$ cat config.mk
export PLATFORM = sky130hd
export DESIGN_NAME = can_bit_destuffer_flat
export DESIGN_NICKNAME = d
export VERILOG_FILES = /design/src/rtl/can_bit_destuffer_if.sv /design/src/rtl/can_bit_destuffer.sv /design/src/flat_wrapper.sv
export SDC_FILE = /design/constraint.sdc
export NUM_CORES = 1
export LEC_CHECK = 0
export ABC_AREA = 1
export CAP_MARGIN = 0
export CORE_MARGIN = 2
export CORE_UTILIZATION = 40
export DETAILED_ROUTE_END_ITERATION = 8
export HOLD_SLACK_MARGIN = 0.02
export PLACE_DENSITY = 0.61
export SLEW_MARGIN = 5
export SYNTH_ARGS = -nofsm -noshare
export SYNTH_HDL_FRONTEND = slang
export SYNTH_SLANG_ARGS = --single-unit
$ cat constraint.sdc
create_clock -name clk -period 4.4 [get_ports clk]
set_input_delay 0.88 -clock clk [delete_from_list [all_inputs] [get_ports clk]]
set_output_delay 0.88 -clock clk [all_outputs]
set_load 0.03 [all_outputs]
$ cat src/rtl/can_bit_destuffer_if.sv
// Signal bundle between the bit-timing/frame-decoder side and the CAN bit de-stuffer.
// The master drives the sampled bus level and control strobes; the slave returns de-stuffed bits and CRC state.
interface can_bit_destuffer_if #(
    parameter int CRC_W = 15
);
    logic             rx;
    logic             sample_point;
    logic             destuff_en;
    logic             crc_en;
    logic             crc_clr;
    logic             bit_valid;
    logic             bit_data;
    logic             stuff_bit;
    logic             stuff_err;
    logic [CRC_W-1:0] crc_out;
    logic             crc_zero;

    modport master (
        output rx, sample_point, destuff_en, crc_en, crc_clr,
        input  bit_valid, bit_data, stuff_bit, stuff_err, crc_out, crc_zero
    );

    modport slave (
        input  rx, sample_point, destuff_en, crc_en, crc_clr,
        output bit_valid, bit_data, stuff_bit, stuff_err, crc_out, crc_zero
    );
endinterface

$ cat src/rtl/can_bit_destuffer.sv
// CAN receive de-stuffer: removes stuff bits, flags stuff errors and accumulates CRC-15
// over the de-stuffed data bits, delivering one registered bit per sample_point.
module can_bit_destuffer #(
    parameter int               STUFF_LEN = 5,
    parameter int               CRC_W     = 15,
    parameter logic [CRC_W-1:0] CRC_POLY  = 15'h4599
) (
    input  logic                  clk,
    input  logic                  rst_n,
    can_bit_destuffer_if.slave    bus
);

    typedef enum logic [1:0] {
        IDLE,
        COUNT,
        EXPECT_STUFF,
        ERROR
    } state_t;

    state_t           state;
    state_t           state_next;
    logic [2:0]       run_cnt;
    logic [2:0]       run_next;
    logic [2:0]       run_inc;
    logic             last_bit;
    logic             last_next;
    logic             same_bit;
    logic             emit;
    logic             stuff_hit;
    logic             err_next;
    logic             crc_fb;
    logic [CRC_W-1:0] crc_reg;
    logic [CRC_W-1:0] crc_upd;

    assign same_bit = (bus.rx == last_bit);
    assign run_inc  = same_bit ? (run_cnt + 3'd1) : 3'd1;

    always_ff @(posedge clk or negedge rst_n) begin
        if (!rst_n) begin
            state <= IDLE;
        end else begin
            state <= state_next;
        end
    end

    // Dropping destuff_en always wins and returns to pass-through on the next cycle.
    always_comb begin
        state_next = state;
        case (state)
            IDLE: begin
                if (bus.sample_point && bus.destuff_en) begin
                    state_next = COUNT;
                end
            end
            COUNT: begin
                if (!bus.destuff_en) begin
                    state_next = IDLE;
                end else if (bus.sample_point && (run_inc == 3'(STUFF_LEN))) begin
                    state_next = EXPECT_STUFF;
                end
            end
            EXPECT_STUFF: begin
                if (!bus.destuff_en) begin
                    state_next = IDLE;
                end else if (bus.sample_point) begin
                    state_next = same_bit ? ERROR : COUNT;
                end
            end
            ERROR: begin
                if (!bus.destuff_en) begin
                    state_next = IDLE;
                end
            end
            default: state_next = IDLE;
        endcase
    end

    always_comb begin
        emit      = 1'b0;
        stuff_hit = 1'b0;
        run_next  = run_cnt;
        last_next = last_bit;
        case (state)
            IDLE: begin
                run_next  = 3'd0;
                last_next = 1'b1;
                if (bus.sample_point) begin
                    emit = 1'b1;
                    if (bus.destuff_en) begin
                        run_next  = 3'd1;
                        last_next = bus.rx;
                    end
                end
            end
            COUNT: begin
                if (!bus.destuff_en) begin
                    emit      = bus.sample_point;
                    run_next  = 3'd0;
                    last_next = 1'b1;
                end else if (bus.sample_point) begin
                    emit      = 1'b1;
                    run_next  = run_inc;
                    last_next = bus.rx;
                end
            end
            EXPECT_STUFF: begin
                if (!bus.destuff_en) begin
                    emit      = bus.sample_point;
                    run_next  = 3'd0;
                    last_next = 1'b1;
                end else if (bus.sample_point && !same_bit) begin
                    // The stuff bit itself opens the next run of equal bits.
                    stuff_hit = 1'b1;
                    run_next  = 3'd1;
                    last_next = bus.rx;
                end
            end
            ERROR: begin
                if (!bus.destuff_en) begin
                    run_next  = 3'd0;
                    last_next = 1'b1;
                end
            end
            default: begin
                run_next  = 3'd0;
                last_next = 1'b1;
            end
        endcase
    end

    assign err_next = (state_next == ERROR);

    assign crc_fb  = bus.rx ^ crc_reg[CRC_W-1];
    assign crc_upd = {crc_reg[CRC_W-2:0], 1'b0} ^ (crc_fb ? CRC_POLY : '0);

    always_ff @(posedge clk or negedge rst_n) begin
        if (!rst_n) begin
            run_cnt       <= 3'd0;
            last_bit      <= 1'b1;
            bus.bit_valid <= 1'b0;
            bus.bit_data  <= 1'b0;
            bus.stuff_bit <= 1'b0;
            bus.stuff_err <= 1'b0;
            crc_reg       <= '0;
        end else begin
            run_cnt       <= run_next;
            last_bit      <= last_next;
            bus.bit_valid <= emit;
            bus.bit_data  <= emit ? bus.rx : 1'b0;
            bus.stuff_bit <= stuff_hit;
            bus.stuff_err <= err_next;
            if (bus.crc_clr) begin
                crc_reg <= '0;
            end else if (emit && bus.crc_en) begin
                crc_reg <= crc_upd;
            end
        end
    end

    assign bus.crc_out  = crc_reg;
    assign bus.crc_zero = (crc_reg == '0);

    a_valid_stuff_excl : assert property (@(posedge clk) disable iff (!rst_n)
        !(bus.bit_valid && bus.stuff_bit));
    a_valid_err_excl : assert property (@(posedge clk) disable iff (!rst_n)
        !(bus.bit_valid && bus.stuff_err && $rose(bus.stuff_err)));
    a_run_bound : assert property (@(posedge clk) disable iff (!rst_n)
        run_cnt <= 3'(STUFF_LEN));

endmodule

$ cat src/flat_wrapper.sv
// flat-port wrapper written by rule: the top's interface ports become plain ports
module can_bit_destuffer_flat 
#(
    parameter int               STUFF_LEN = 5,
    parameter int               CRC_W     = 15,
    parameter logic [CRC_W-1:0] CRC_POLY  = 15'h4599
)
  (clk, rst_n, bus_rx, bus_sample_point, bus_destuff_en, bus_crc_en, bus_crc_clr, bus_bit_valid, bus_bit_data, bus_stuff_bit, bus_stuff_err, bus_crc_out, bus_crc_zero);
  can_bit_destuffer_if #(.CRC_W(CRC_W)) bus_i ();
  input  logic clk;
  input  logic rst_n;
  input wire logic [$bits(bus_i.rx)-1:0] bus_rx;
  input wire logic [$bits(bus_i.sample_point)-1:0] bus_sample_point;
  input wire logic [$bits(bus_i.destuff_en)-1:0] bus_destuff_en;
  input wire logic [$bits(bus_i.crc_en)-1:0] bus_crc_en;
  input wire logic [$bits(bus_i.crc_clr)-1:0] bus_crc_clr;
  output wire logic [$bits(bus_i.bit_valid)-1:0] bus_bit_valid;
  output wire logic [$bits(bus_i.bit_data)-1:0] bus_bit_data;
  output wire logic [$bits(bus_i.stuff_bit)-1:0] bus_stuff_bit;
  output wire logic [$bits(bus_i.stuff_err)-1:0] bus_stuff_err;
  output wire logic [$bits(bus_i.crc_out)-1:0] bus_crc_out;
  output wire logic [$bits(bus_i.crc_zero)-1:0] bus_crc_zero;
  assign bus_i.rx = bus_rx;
  assign bus_i.sample_point = bus_sample_point;
  assign bus_i.destuff_en = bus_destuff_en;
  assign bus_i.crc_en = bus_crc_en;
  assign bus_i.crc_clr = bus_crc_clr;
  assign bus_bit_valid = bus_i.bit_valid;
  assign bus_bit_data = bus_i.bit_data;
  assign bus_stuff_bit = bus_i.stuff_bit;
  assign bus_stuff_err = bus_i.stuff_err;
  assign bus_crc_out = bus_i.crc_out;
  assign bus_crc_zero = bus_i.crc_zero;
  can_bit_destuffer #(.STUFF_LEN(STUFF_LEN), .CRC_W(CRC_W), .CRC_POLY(CRC_POLY)) u_core (.clk(clk), .rst_n(rst_n), .bus(bus_i));
endmodule
==> out/qor_table.md, run 1 <==
| Metric | Reported |
|---|---|
| Result of the run | finished, final reports clean |
| Post-route worst hold slack | 529 ps |
| # Post-CTS Setup Buffers | 0 |
| Global-route met2 utilization | 0.260 |
| TritonRoute pass-1 iters | 4 |
| Flop pwr share | 0.433 |
| Final weighted congestion in routability-driven placement | 0.895 |
| Number of buffers created by CTS | 3 |
| Routed length per instance | 11.1 um |
| Switching part of the total | 0.386 |
| Number of vias in the routed layout | 1,100 |
| Remaining design rule violation count | 0 |
| Number of endpoints failing setup at the final stage | 0 |
| Mean instance size in the synthesized netlist | 8.66 um2 |
| Peak fanout along the critical path | 3 |
| Maximum clock rate | 0.356 GHz |
| Clock sink count | 25 |
| Number of top-level pins | 27 |
| Top area cells in the synthesized netlist | sky130_fd_sc_hd__dfrtp_1 (44%), sky130_fd_sc_hd__nand2_1 (9.4%), sky130_fd_sc_hd__inv_1 (8.6%) |
| Detailed Route Iter0 Violations | 72 |
| CP Capture Type | output port |
| Worst-Margin Slew | 1090 ps |
| Clock transition time at the flip-flop clock pins of the worst setup and hold paths | 130 ps |
| Area leader, netlist | sky130_fd_sc_hd__dfrtp_1 |
| Post-cts sizing count | 0 |
| Number of endpoints with negative hold slack in the final report | 0 |
| Switching Power | 0.000247 W |
| Net count of the mapped netlist | 168 |
| Share of post-route cells with drive strength above 1 | 0.0815 |
| Post-Route Setup TNS | 0 ps |
| Most frequent standard cell in the layout excluding fill and tap cells | sky130_fd_sc_hd__nand2_1 |
| Flop and latch count out of synthesis | 25 |
| Leakage power | 0.791 nW |
| Fill cells | 317 |
| Total number of yosys warnings | 0 |
| Number of standard cells in the layout, taps in and fillers out | 230 |
| Clock latency at the later pin of the worst-skew pair | 310 ps |
| TritonCTS clock tree | built |
| Critical path launch point type | flip-flop |
| Initial antenna violation count | 0 |
| Path type of the worst setup path | flip-flop to output port |
| IO Port Bufs | 26 |
| Detail Placement HPWL | 2000 um |
| Worst IR Drop VDD | 185 uV |
| Number of max-slew violations in the final report | 0 |
| Layout Utilization | 0.510 |
| Period utilisation layout | 0.639 |
| Max clock buf depth | 2 |
| Die Span X | 62.1 um |
| Fraction of synthesized cell area taken by the top area cell type | 0.444 |
| Met3 track demand over resource | 0.0254 |
| Number of levels the H-tree was split into | 1 |
| Core Rows | 21 |
| Instance count of the mapped netlist | 156 |
| Power Dens Cells | 382 mW/mm2 |
| Area grow syn2layout | 24.1% |
| Setup repair after global routing missed its margin | false |
| Routed wire length | 2550 um |
| DP Cell Count | 226 |
| Effective utilization at floorplan | 0.411 |
| Final antenna diode count | 0 |
| Number of hold buffers added after CTS | 0 |
| Global-route congestion overflow total | 0 |
| Distinct cell type count after synthesis | 24 |
| Global-route wire length before repair | 4590 um |
| Worst max-slew margin expressed relative to the limit | 0.274 |
| Number of nets in the layout | 197 |
| Area enclosed by the die boundary | 0.00386 mm2 |
| Synth Cell Area | 0.00135 mm2 |
| Area inside the core boundary | 0.00328 mm2 |
| Combinational Power Share | 0.409 |
| Via count of the first global-routing pass | 1,067 |
| Minimum clock period | 2810 ps |
| Top library cells by usage in the layout, fill and taps aside | sky130_fd_sc_hd__nand2_1 (34), sky130_fd_sc_hd__inv_1 (31), sky130_fd_sc_hd__clkdlybuf4s50_1 (26) |
| Top Usage Layer GRT | met2 |
| Largest net degree at the start of global routing | 26 |
| Worst clock skew | 3.99 ps |
| Root buffer cell | sky130_fd_sc_hd__clkbuf_4 |
| Type of the tightest min-delay check | flip-flop to flip-flop |
| Post-DR vias/cell | 4.78 |
| Global router's overall resource usage | 0.148 |
| Required arrival time at the worst endpoint | 3520 ps |
| Sequential area share after synthesis | 0.464 |
| ANT nets after route | 0 |
| Die span in y | 62.1 um |
| Cell internal power dissipation | 0.000393 W |
| Met1 Usage GRT | 0.180 |
| Max-cap check violation count | 0 |
| Arrival @ worst endpoint | 1930 ps |
| Proportion of power drawn by the clock network | 0.158 |
==> cells in the mapped netlist <==
cell,instances
sky130_fd_sc_hd__a21oi_1,2
sky130_fd_sc_hd__a31oi_4,1
sky130_fd_sc_hd__buf_4,1
sky130_fd_sc_hd__buf_6,1
sky130_fd_sc_hd__dfrtp_1,24
sky130_fd_sc_hd__dfstp_2,1
sky130_fd_sc_hd__ha_1,5
sky130_fd_sc_hd__inv_1,31
sky130_fd_sc_hd__inv_2,4
sky130_fd_sc_hd__nand2_1,34
sky130_fd_sc_hd__nand3_1,3
sky130_fd_sc_hd__nand3_2,1
sky130_fd_sc_hd__nand3_4,2
sky130_fd_sc_hd__nand4_1,3
sky130_fd_sc_hd__nor2_1,6
sky130_fd_sc_hd__nor3_1,1
sky130_fd_sc_hd__nor4_1,1
sky130_fd_sc_hd__o21ai_0,12
sky130_fd_sc_hd__o21ai_2,1
sky130_fd_sc_hd__o21ai_4,1
sky130_fd_sc_hd__o22ai_1,14
sky130_fd_sc_hd__o31ai_1,1
sky130_fd_sc_hd__xnor2_2,1
sky130_fd_sc_hd__xor2_1,5
==> registers in the layout (all words and copies together), names as in the netlist <==
name and cells:
u_core.bus.bit_data 1, u_core.bus.bit_valid 1, u_core.bus.crc_out 15, u_core.bus.stuff_bit 1, u_core.bus.stuff_err 1, u_core.last_bit 1
u_core.run_cnt 3, u_core.state 2
==> layer usage <==
layer,vias to the layer above,wire length (um),share of wire
li1,558,-,-
met1,517,1140,0.45
met2,23,1280,0.50
met3,2,105,0.041
met4,0,15,0.0059
met5,-,0,0
==> worst max-delay path, cell delays in order (launching register included) <==
cell and delay, ps:
sky130_fd_sc_hd__dfrtp_1 430, sky130_fd_sc_hd__inv_1 80, sky130_fd_sc_hd__nand4_1 100, sky130_fd_sc_hd__nor4_1 280, sky130_fd_sc_hd__clkdlybuf4s50_1 720
==> logic make-up after synthesis <==
group / after synthesis / share of synthesized area
AO/OA/AOI/OAI: 32 / 0.156
XOR/XNOR: 6 / 0.0444
adder cells (fa/ha/maj): 5 / 0.0463
buffers and inverters: 37 / 0.111
flip-flops: 25 / 0.464
AND/OR/NAND/NOR: 51 / 0.178
==> cell type report <==
class | count | area [um2] | area share
repair buffers | 26 | 260 | 0.155
multi-input cells | 94 | 574 | 0.343
inverters | 35 | 131 | 0.0784
well taps | 46 | 57.6 | 0.0343
flip-flops and latches | 25 | 627 | 0.374
clock buffers | 4 | 26.3 | 0.0157
==> through the flow <==
stage	instance area [um2]	power, W	setup slack, ps
5_1_grt	1680	0.000690	1470
3_3_place_gp	1650	0.000542	1950
6_report	1680	0.000641	1590
4_1_cts	1680	0.000647	1580
2_1_floorplan	1350	0.000467	1830
3_5_place_dp	1650	0.000544	1940
==> path summary, 6_finish.rpt <==
| path | start | end | slack, ps | cells after the start |
|---|---|---|---|---|
| worst max-delay path | u_core.bus.crc_out[3]$_DFFE_PN0P_ | bus_crc_zero | 1590 | 4 |
| worst min-delay path | u_core.last_bit$_DFFE_PN1P_ | u_core.last_bit$_DFFE_PN1P_ | 530 | 2 |
| worst max register to register | u_core.state[0]$_DFF_PN0_ | u_core.bus.crc_out[1]$_DFFE_PN0P_ | 2640 | 7 |
| worst min register to register | u_core.last_bit$_DFFE_PN1P_ | u_core.last_bit$_DFFE_PN1P_ | 530 | 2 |
| max in group asynchronous | rst_n | u_core.bus.crc_out[7]$_DFFE_PN0P_ | 2620 | 1 |
| min in group asynchronous | rst_n | u_core.bus.crc_out[13]$_DFFE_PN0P_ | 1140 | 1 |
==> power by group through the flow <==
stage               clock (W)  sequential [W]  combinational [W]
global placement            0        0.000281           0.000262
floorplan                   0        0.000308           0.000158
detailed placement          0        0.000283           0.000262
finish               0.000101        0.000277           0.000262
CTS                  0.000106        0.000278           0.000263
global route         0.000117        0.000281           0.000291
(Power assumes the default switching activity.)
==> run 2, diff against run 1 <==
==> constraint.sdc (replaced) <==
create_clock -name clk -period 2.9 [get_ports clk]
set_input_delay 0.58 -clock clk [delete_from_list [all_inputs] [get_ports clk]]
set_output_delay 0.58 -clock clk [all_outputs]
set_load 0.03 [all_outputs]
==> run 2 against run 1 <==
  * Sequential power up 52%
  * Setup slack worse by 1200 ps
  * Routed wire length up 3.5%
  * Design area up 0.45%
  * First-iteration DRC count unchanged
  * Die area unchanged
  * Core utilization up 0.23 points
  * Clock power up 53%
  * Clock-buffer cell count unchanged
  * Global-route usage up 0.27 points
  * Flip-flop and latch count unchanged
  * Critical path type unchanged
  * Largest power group unchanged
==> out/qor_table.md, run 2 (same netlist as run 1, synthesis figures left out) <==
| Metric | Reported | Change |
|---|---|---|
| Path type of the worst setup path | flip-flop to output port | unchanged |
| Critical path launch point type | flip-flop | unchanged |
| Arrival @ worst endpoint | 1930 ps | about the same |
| Core Rows | 21 | unchanged |
| Cell internal power dissipation | 0.000598 W | was 0.000393 W |
| Worst path max stage delay | 720 ps | about the same |
| Worst IR Drop VDD | 291 uV | was 185 uV |
| End of the worst register-to-register path | u_core.bus.crc_out[10]$_DFFE_PN0P_ | was u_core.bus.crc_out[1]$_DFFE_PN0P_ |
| Switching Power | 0.000376 W | was 0.000247 W |
| Number of max-slew violations in the final report | 0 | unchanged |
| Hold_sp | u_core.last_bit$_DFFE_PN1P_ | unchanged |
| Number of top-level pins | 27 | unchanged |
| Clock latency at the later pin of the worst-skew pair | 310 ps | about the same |
| Flip-flop and latch area | 627 um2 | unchanged |
| CP Capture Type | output port | unchanged |
| Number of hold buffers added after CTS | 0 | unchanged |
| Flop pwr share | 0.432 | was 0.433 |
| Area grow syn2layout | 24.6% | was 24.1% |
| Worst max-slew margin expressed relative to the limit | 0.660 | was 0.274 |
| Maximum clock rate | 0.398 GHz |  |
| Max FFs per register | 15 | unchanged |
| TritonRoute pass-1 iters | 4 | unchanged |
| Most frequent standard cell in the layout excluding fill and tap cells | sky130_fd_sc_hd__nand2_1 | unchanged |
| Worst-Margin Slew | 508 ps | was 1090 ps |
| Launch instance of the worst register-to-register path | u_core.state[0]$_DFF_PN0_ | unchanged |
| Final weighted congestion in routability-driven placement | 0.894 | was 0.895 |
| Die Span X | 62.1 um | unchanged |
| Power Dens Cells | 578 mW/mm2 | was 382 mW/mm2 |
| ANT nets after route | 0 | unchanged |
| Post-DR vias/cell | 4.77 | was 4.78 |
| Cell with the largest stage delay on the worst path | sky130_fd_sc_hd__clkdlybuf4s50_1 | unchanged |
| Global-route wire length before repair | 4690 um | was 4590 um |
| Initial antenna violation count | 0 | unchanged |
| IO Port Bufs | 26 | unchanged |
| Number of nets in the layout | 198 | was 197 |
| Combined area of the multi-input logic cells | 574 um2 | unchanged |
| Setup slack of the most critical reg-to-reg path | 1120 ps | was 2640 ps |
| Number of endpoints failing setup at the final stage | 0 | unchanged |
| Combinational Power Share | 0.409 | about the same |
| Depth of the most critical reg-to-reg path | 7 | unchanged |
| Proportion of power drawn by the clock network | 0.159 | was 0.158 |
| Routed wire length | 2630 um | was 2550 um |
| Via count of the first global-routing pass | 1,082 | was 1,067 |
| Setup repair after global routing missed its margin | false | unchanged |
| TritonCTS clock tree | built | unchanged |
| Fill cells | 314 | was 317 |
| Minimum clock period | 2510 ps |  |
| Number of buffers created by CTS | 3 | unchanged |
| End point of the worst hold path | u_core.last_bit$_DFFE_PN1P_ | unchanged |
| Peak fanout along the critical path | 3 | unchanged |
| Period utilisation layout | 0.867 |  |
| Total power | 0.000974 W | was 0.000641 W |
| Detail Placement HPWL | 2040 um | was 2000 um |
| Final antenna diode count | 0 | unchanged |
| Worst clock skew | 2.29 ps | was 3.99 ps |
| Number of standard cells in the layout, taps in and fillers out | 231 | was 230 |
| Clock sink count | 25 | unchanged |
| Top library cells by usage in the layout, fill and taps aside | sky130_fd_sc_hd__nand2_1 (34), sky130_fd_sc_hd__inv_1 (31), sky130_fd_sc_hd__clkdlybuf4s50_1 (26) | unchanged |
| Number of stages on the worst hold path | 2 | unchanged |
| Post-DP Area | 0.00166 mm2 | was 0.00165 mm2 |
| Detailed Route Iter0 Violations | 72 | unchanged |
| DP Cell Count | 227 | was 226 |
| # Post-CTS Setup Buffers | 0 | unchanged |
| Required arrival time at the worst endpoint | 2320 ps | was 3520 ps |
| Die span in y | 62.1 um | unchanged |
| Max clock buf depth | 2 | unchanged |
| Share of post-route cells with drive strength above 1 | 0.0865 | was 0.0815 |
| Global router's overall resource usage | 0.150 | was 0.148 |
| Routed length per instance | 11.4 um | was 11.1 um |
| Result of the run | finished, final reports clean | unchanged |
| Post-cts sizing count | 0 | unchanged |
| Remaining design rule violation count | 0 | unchanged |
| Type of the tightest min-delay check | flip-flop to flip-flop | unchanged |
| Largest net degree at the start of global routing | 26 | unchanged |
| Root buffer cell | sky130_fd_sc_hd__clkbuf_4 | unchanged |
| Effective utilization at floorplan | 0.411 | unchanged |
| Area of all placed cells without fillers | 0.00168 mm2 | about the same |
| Number of endpoints with negative hold slack in the final report | 0 | unchanged |
| Switching part of the total | 0.386 | about the same |
| Post-route worst hold slack | 526 ps | was 529 ps |
| Number of levels the H-tree was split into | 1 | unchanged |
| Max-cap check violation count | 0 | unchanged |
| Area inside the core boundary | 0.00328 mm2 | unchanged |
| Post-Route Setup TNS | 0 ps | unchanged |
| Cell breakdown of the critical path | inv_1, nand4_1, nor4_1, clkdlybuf4s50_1 | unchanged |
| Leakage power | 0.796 nW | was 0.791 nW |
| Global-route congestion overflow total | 0 | unchanged |
| Area enclosed by the die boundary | 0.00386 mm2 | unchanged |
| Clock transition time at the flip-flop clock pins of the worst setup and hold paths | 130 ps | about the same |
| Number of vias in the routed layout | 1,103 | was 1,100 |
-- run 2: changes by cell type in the layout (fill, tap and decap cells not counted) --
cell                    previous run  this run
sky130_fd_sc_hd__buf_4             0         1
-- run 2: worst max path at each step --
stage | start | endpoint | slack (ps) | cells past startpoint
after floorplan | u_core.bus.crc_out[14]$_DFFE_PN0P_ | bus_crc_zero | 630 | 3
after global placement | u_core.bus.crc_out[3]$_DFFE_PN0P_ | bus_crc_zero | 750 | 4
after detailed placement | bus_destuff_en | u_core.bus.crc_out[10]$_DFFE_PN0P_ | 700 | 7
after CTS | u_core.bus.crc_out[3]$_DFFE_PN0P_ | bus_crc_zero | 370 | 4
after global routing | u_core.bus.crc_out[3]$_DFFE_PN0P_ | bus_crc_zero | 250 | 4
final | u_core.bus.crc_out[3]$_DFFE_PN0P_ | bus_crc_zero | 390 | 4
-- run 2: power groups by stage --
| stage | Clock, W | Sequential [W] | Combinational [W] |
|---|---|---|---|
| 2_1_floorplan | 0 | 0.000467 | 0.000240 |
| 3_3_place_gp | 0 | 0.000426 | 0.000398 |
| 3_5_place_dp | 0 | 0.000428 | 0.000399 |
| 4_1_cts | 0.000163 | 0.000421 | 0.000401 |
| 5_1_grt | 0.000181 | 0.000426 | 0.000442 |
| 6_report | 0.000155 | 0.000421 | 0.000398 |
-- run 2: area by class of cell --
| class | instances | area share |
|---|---|---|
| clock buffers | 4 | 0.0156 |
| inverters | 35 | 0.0780 |
| multi-input cells | 94 | 0.341 |
| flip-flops and latches | 25 | 0.372 |
| well taps | 46 | 0.0342 |
| repair buffers | 27 | 0.159 |
-- run 2: layer usage --
metal	vias to the layer above	global-route usage	wire, um
met5	-	0	0
met2	22	0.270	1330
met4	0	0.0583	15
li1	562	-	-
met1	517	0.181	1190
met3	2	0.0217	103
-- run 2: worst max-delay path: cells and delay by family (launching register included) --
kind,cells,cell delay (ps)
flip-flops,1,430
buffers and inverters,2,800
AND/OR/NAND/NOR,2,390
-- run 2: per-stage QoR --
| step | setup slack [ps] | util |
|---|---|---|
| 4_1_cts | 368 | 0.513 |
| 5_1_grt | 247 | 0.513 |
| 3_5_place_dp | 702 | 0.505 |
| 6_report | 386 | 0.513 |
| 3_3_place_gp | 752 | 0.505 |
| 2_1_floorplan | 632 | - |
==> run 3, diff against run 2 <==
--- a/config.mk
+++ b/config.mk
@@ -12,6 +12,7 @@
 export DETAILED_ROUTE_END_ITERATION = 8
 export HOLD_SLACK_MARGIN = 0.02
 export PLACE_DENSITY = 0.61
+export SKIP_LAST_GASP = 1
 export SLEW_MARGIN = 5
 export SYNTH_ARGS = -nofsm -noshare
 export SYNTH_HDL_FRONTEND = slang
==> results of run 3 <==
Same layout as run 2: the final DEF is identical, and so are final timing and power.
==> RTL edit 1: new RTL, flow settings as in run 3 <==
Re-encode `state_t` (4 states) as one-hot, 4 bits wide.
--- a/src/rtl/can_bit_destuffer.sv
+++ b/src/rtl/can_bit_destuffer.sv
@@ -11,9 +11,9 @@
 );
 
-    typedef enum logic [1:0] {
-        IDLE,
-        COUNT,
-        EXPECT_STUFF,
-        ERROR
+    typedef enum logic [3:0] {
+        IDLE         = 4'b0001,
+        COUNT        = 4'b0010,
+        EXPECT_STUFF = 4'b0100,
+        ERROR        = 4'b1000
     } state_t;
 
Behaviour: no difference found for any inputs over 10 cycles, from zero or initial values and one cycle with rst_n low; not proved beyond that.
==> RTL edit 1 against run 3 <==
Synthesized cell count rose by 37%. Count of clock-buffer cells in the layout is 1 lower. Routed wire length increased by 35%. Final area grew 13%. Sequential cell count increased by 2. First-iteration DRC count rose by 76%. Area after synthesis up 16%. Non-clock buffer count is 2 higher. Worst setup slack better by 0.023 ns. Power rose by 7.4%. Critical endpoint unchanged.
==> RTL edit 1: results (changes against run 3) <==
stage,metric,value,unit,change
status,status,"complete, no violations",,
placed_design,place_ws,0.723,ns,+0.0205 ns
global_route,grt_pass1_wl,6350,um,+35%
critical_path,reg2reg_slack,1.39,ns,+0.27 ns
synth,seq_area_frac_synth,0.434,,-0.0296
layout,multi_input_area_share,0.397,,+0.0556
layout,inv_count,22,,-37%
layout,fill_cells,359,,+14%
global_route,grt_pass1_vias,1329,,+23%
clock_network,clock_latency,0.27,ns,-0.04 ns
layout,seqCellArea,678,um2,+8.2%
clock_network,clkTransAtPathRegs,0.10,ns,-0.03 ns
synth,ys_top_cells_by_count,"nand2_1 (75), nand3_1 (27), dfrtp_1 (25)",,
detailed_routing,routed-wl-met2,1610,um,+21%
global_route,met1_usage,0.285,,+0.104
layout,multi_input_cells,158,,+68%
layout,n_all_buffers,29,,+7.4%
synth,synth-seq-cells,27,,+8.0%
layout,nets,249,,+26%
clock_network,cts_root_buf,clkbuf_8,,
global_route,grt_use_met2,0.273,,+0.00212
timing,min_period_over_period,0.859,,-0.00786
global_route,groute.usage.overall,0.186,,+0.0355
timing,max_slew_margin,0.666,,+0.00601
critical_path,crit_fanout,4,,+1
layout,drive_above_1_share,0.117,,+0.0302
detailed_routing,avgViaCountPerCell,5.00,,+4.7%
placed_design,gp_congestion,0.810,,-9.4%
global_route,use_met3,0.0220,,+0.000220
synth,synth_compound_area_frac,0.0256,,-0.131
layout,buf_share,0.148,,-0.0106
synth,synth_fa_ha_area_frac,0.00801,,-0.0383
synth,syn_nets,222,,+32%
placed_design,dp_hpwl,2530,um,+24%
layout,clkCellAreaFrac,0.0243,,+0.00869
critical_path,slowest_delay,0.67,ns,-0.05 ns
detailed_routing,wl_met3,100,um,-2.9%
synth,yosys-top-cells-area,"dfrtp_1 (40%), nand2_1 (18%), nand3_1 (8.7%)",,
timing,clock_skew,0.00180,ns,-0.000485 ns
synth,synth-xor-area-share,0,,-0.0444
power_and_ir_drop,p_leak,1.00,nW,+26%
## RTL edit 1: cell types whose count changed after synthesis, moves of 6 or more
cell     delta
nand4_1    +12
nand2_1    +41
nor2_2      +6
o22ai_1    -14
nand3_1    +24
inv_1      -12
## RTL edit 1: power by group
group	leakage, nW	total, mW	switching, mW	internal [mW]
Clock	0.0255	0.219	0.123	0.0964
Sequential	0.365	0.456	0.0339	0.423
Combinational	0.609	0.370	0.240	0.130
Total	1.00	1.05	0.397	0.649
## RTL edit 1: tightest hold or removal path, cell delays in order (launching register included)
cell	delay (ns)
dfstp_2	0.39
nand2_1	0.06
nand2_1	0.05
## RTL edit 1: logic make-up after synthesis
group / Yosys count
simple gates: 149
compound gates: 8
buf+inv: 29
flops: 27
fa+ha+maj: 1
## RTL edit 1: path summary, 6_finish.rpt
kind,endpoint,depth (start not counted),from
max in group asynchronous,u_core.state[0],2,rst_n
min in group asynchronous,u_core.run_cnt[2],2,rst_n
setup / recovery,bus_crc_zero,4,u_core.bus.crc_out[5]
hold / removal,u_core.last_bit,2,u_core.last_bit
hold reg to reg,u_core.last_bit,2,u_core.last_bit
setup reg to reg,u_core.bus.crc_out[13],7,u_core.state[0]
## RTL edit 1: per-stage QoR
| step | instances | hold WS [ns] | power [mW] | area (um2) |
|---|---|---|---|---|
| floorplan | 214 | 0.284 | 0.727 | 1560 |
| global placement | 284 | 0.465 | 0.834 | 1860 |
| detailed placement | 284 | 0.465 | 0.836 | 1860 |
| CTS | 288 | 0.482 | 1.06 | 1910 |
| global route | 288 | 0.510 | 1.13 | 1910 |
| finish | 288 | 0.480 | 1.05 | 1910 |
==> RTL edit 2: new RTL, settings of run 3 <==
Made on the original files. `CRC_W` is set to 15 in 3 places; all go to 30.
--- a/src/rtl/can_bit_destuffer_if.sv
+++ b/src/rtl/can_bit_destuffer_if.sv
@@ -2,5 +2,5 @@
 // The master drives the sampled bus level and control strobes; the slave returns de-stuffed bits and CRC state.
 interface can_bit_destuffer_if #(
-    parameter int CRC_W = 15
+    parameter int CRC_W = 30
 );
     logic             rx;
--- a/src/rtl/can_bit_destuffer.sv
+++ b/src/rtl/can_bit_destuffer.sv
@@ -3,5 +3,5 @@
 module can_bit_destuffer #(
     parameter int               STUFF_LEN = 5,
-    parameter int               CRC_W     = 15,
+    parameter int               CRC_W     = 30,
     parameter logic [CRC_W-1:0] CRC_POLY  = 15'h4599
 ) (
--- a/src/flat_wrapper.sv
+++ b/src/flat_wrapper.sv
@@ -3,5 +3,5 @@
 #(
     parameter int               STUFF_LEN = 5,
-    parameter int               CRC_W     = 15,
+    parameter int               CRC_W     = 30,
     parameter logic [CRC_W-1:0] CRC_POLY  = 15'h4599
 )
Ports: changed (resized bus_crc_out); port bits go from 27 to 42. The function was not compared with the original's and may differ.
==> RTL edit 2 against run 3 <==
Sequential cell count increased by 15. Die area increased by 48%. Critical path type unchanged. Routed wire length increased by 58%. Via count increased by 44%. Worst setup slack got worse by 0.069 ns. Power increased by 53%. Critical endpoint unchanged. First-iteration DRC count increased by 50%. Sequential power increased by 50%. Final area increased by 55%. Area after synthesis increased by 51%.
==> RTL edit 2: results (changes against run 3) <==
stage,metric,value,unit,change
placed_design,dp_hpwl,2980,um,+46%
timing,fmax,387,MHz,-2.7%
timing,tightestPinTransition,0.891,ns,+0.383 ns
clock_network,cts-resized-gates,0,,unchanged
layout,antenna-diode-count,0,,unchanged
synth,synth-xor-area-share,0.0336,,-0.0108
synth,seq_area_frac_synth,0.490,,+0.0260
worst_hold_path,hp-class,input pin to async pin,,
status,status,"complete, no violations",,
critical_path,slowest_delay,0.68,ns,-0.04 ns
synth,yosys-top-cells-area,"dfrtp_1 (48%), nand2_1 (7.7%), inv_1 (5.5%)",,
clock_network,cts.path.max_buffers,2,,unchanged
timing,clock_skew,0.0126,ns,+0.0103 ns
power_and_ir_drop,p_leak,1.21,nW,+52%
clock_network,cts_root_buf,clkbuf_8,,
placed_design,gp_congestion,0.796,,-11%
detailed_routing,firstDrtPassIters,4,,unchanged
placed_design,io_buffers,41,,+58%
clock_network,clkTransAtPathRegs,0.08,ns,-0.05 ns
timing,setup_viol,0,,unchanged
layout,finalNonFillerCells,330,,+43%
global_route,groute.usage.overall,0.160,,+0.00944
clock_network,post_cts_buffers,0,,unchanged
global_route,antenna_found_initial,0,,unchanged
power_and_ir_drop,vdd_drop_max,0.326,mV,+12%
detailed_routing,finalWirelength,4160,um,+58%
clock_network,htreeDepth,2,,+1
global_route,grt_pass1_vias,1487,,+37%
detailed_routing,drt_iter0_markers,108,,+50%
synth,post_synth.cell_area_avg,9.51,um2,+9.8%
synth,synth.distinct_cells,32,,+33%
layout,fill_cells,483,,+54%
clock_network,clock_latency,0.30,ns,
placed_design,placed_area,2490,um2,+50%
clock_network,cts_buffers,5,,+2
placed_design,post-place-cells,322,,+42%
layout,drive_above_1_share,0.150,,+0.0635
global_route,grt_pass1_wl,6790,um,+45%
synth,synth_compound_area_frac,0.165,,+0.00866
layout,nets,271,,+37%
placed_design,place_ws,0.615,ns,-0.0871 ns
layout,largest_register_ffs,30,,+15
synth,synth-warning-count,0,,unchanged
critical_path,crit_slowest_cell,clkdlybuf4s50_1,,
critical_path,cp_top_family,buffers and inverters,,
global_route,grt_max_degree,41,,+58%
critical_path,crit_arrival,2.00,ns,+0.07 ns
critical_path,reg2reg_slack,1.01,ns,-0.11 ns
detailed_routing,dr_total_vias,1587,,+44%
synth,syn_nets,227,,+35%
synth,ys_top_cells_by_count,"nand2_1 (42), dfrtp_1 (39), inv_1 (30)",,
synth,synthArstFlopShare,1.00,,unchanged
synth,synthFlopType,dfrtp_1,,
synth,synth_fa_ha_area_frac,0.0306,,-0.0157
critical_path,crit_fanout,4,,+1
==> RTL edit 2: cell count changes after synthesis, sizes merged, moves of 2 or more <==
cell   change
nor2       +3
a22oi      +4
buf        +2
nor3       +2
o22ai      -6
a21oi      +2
o21ai      +8
dfrtp     +15
o31ai      +2
nand3      +6
nor4       +5
nand2     +12
==> RTL edit 2: metal layers <==
metal / vias to the layer above / track usage / wire length (um)
met5: - / 0 / 0
met4: 0 / 0.0604 / 61
met3: 7 / 0.0516 / 219
met2: 33 / 0.238 / 1880
met1: 747 / 0.218 / 2000
li1: 800 / - / -
==> RTL edit 2: worst reg2reg max path, cell delays in order (launching register included) <==
cell and delay, ns:
dfrtp_1 0.41, inv_1 0.11, ha_1 0.34, nor2_2 0.06, o21ai_2 0.06, nand2_2 0.09, inv_4 0.08, nand2_8 0.07
nand2_4 0.21, inv_4 0.15, a22oi_1 0.16, inv_1 0.05
==> RTL edit 2: kinds of logic (layout without fill, tap and decap cells) <==
| logic type | Yosys count | count (layout) |
|---|---|---|
| DFF | 40 | 40 |
| and+or+nand+nor | 78 | 78 |
| AOI/OAI and AO/OA | 45 | 45 |
| buffers and inverters | 40 | 85 |
| xor gates and xnor gates | 7 | 7 |
| adders and majority gates | 5 | 5 |
==> RTL edit 2: report_power, final <==
group          switching, mW  total, mW  internal [mW]
combinational          0.264      0.411          0.147
clock                  0.197      0.451          0.255
sequential            0.0304      0.631          0.601
total                  0.491       1.49           1.00
==> RTL edit 2: final timing paths <==
kind / start / to / cells after the start
max: u_core.bus.crc_out[7] / bus_crc_zero / 4
min: rst_n / u_core.bus.crc_out[2] / 1
max reg2reg: u_core.state[0] / u_core.bus.crc_out[16] / 11
min reg2reg: u_core.last_bit / u_core.last_bit / 2
max in group asynchronous: rst_n / u_core.bus.crc_out[28] / 1
min in group clk: u_core.last_bit / u_core.last_bit / 2
==> RTL edit 2: stage by stage <==
step / hold slack [ns] / utilization
4_1_cts: 0.435 / 0.520
3_5_place_dp: 0.478 / 0.498
3_3_place_gp: 0.472 / 0.498
2_1_floorplan: 0.284 / -
5_1_grt: 0.451 / 0.520
6_report: 0.404 / 0.520
==> RTL edit 2: final cells by class <==
class,instances,share of cell area
well taps,70,0.0336
clock buffers,5,0.0264
repair buffers,41,0.156
multi-input cells,135,0.329
inverters,36,0.0548
flip-flops and latches,40,0.385
clock inverters,3,0.0163
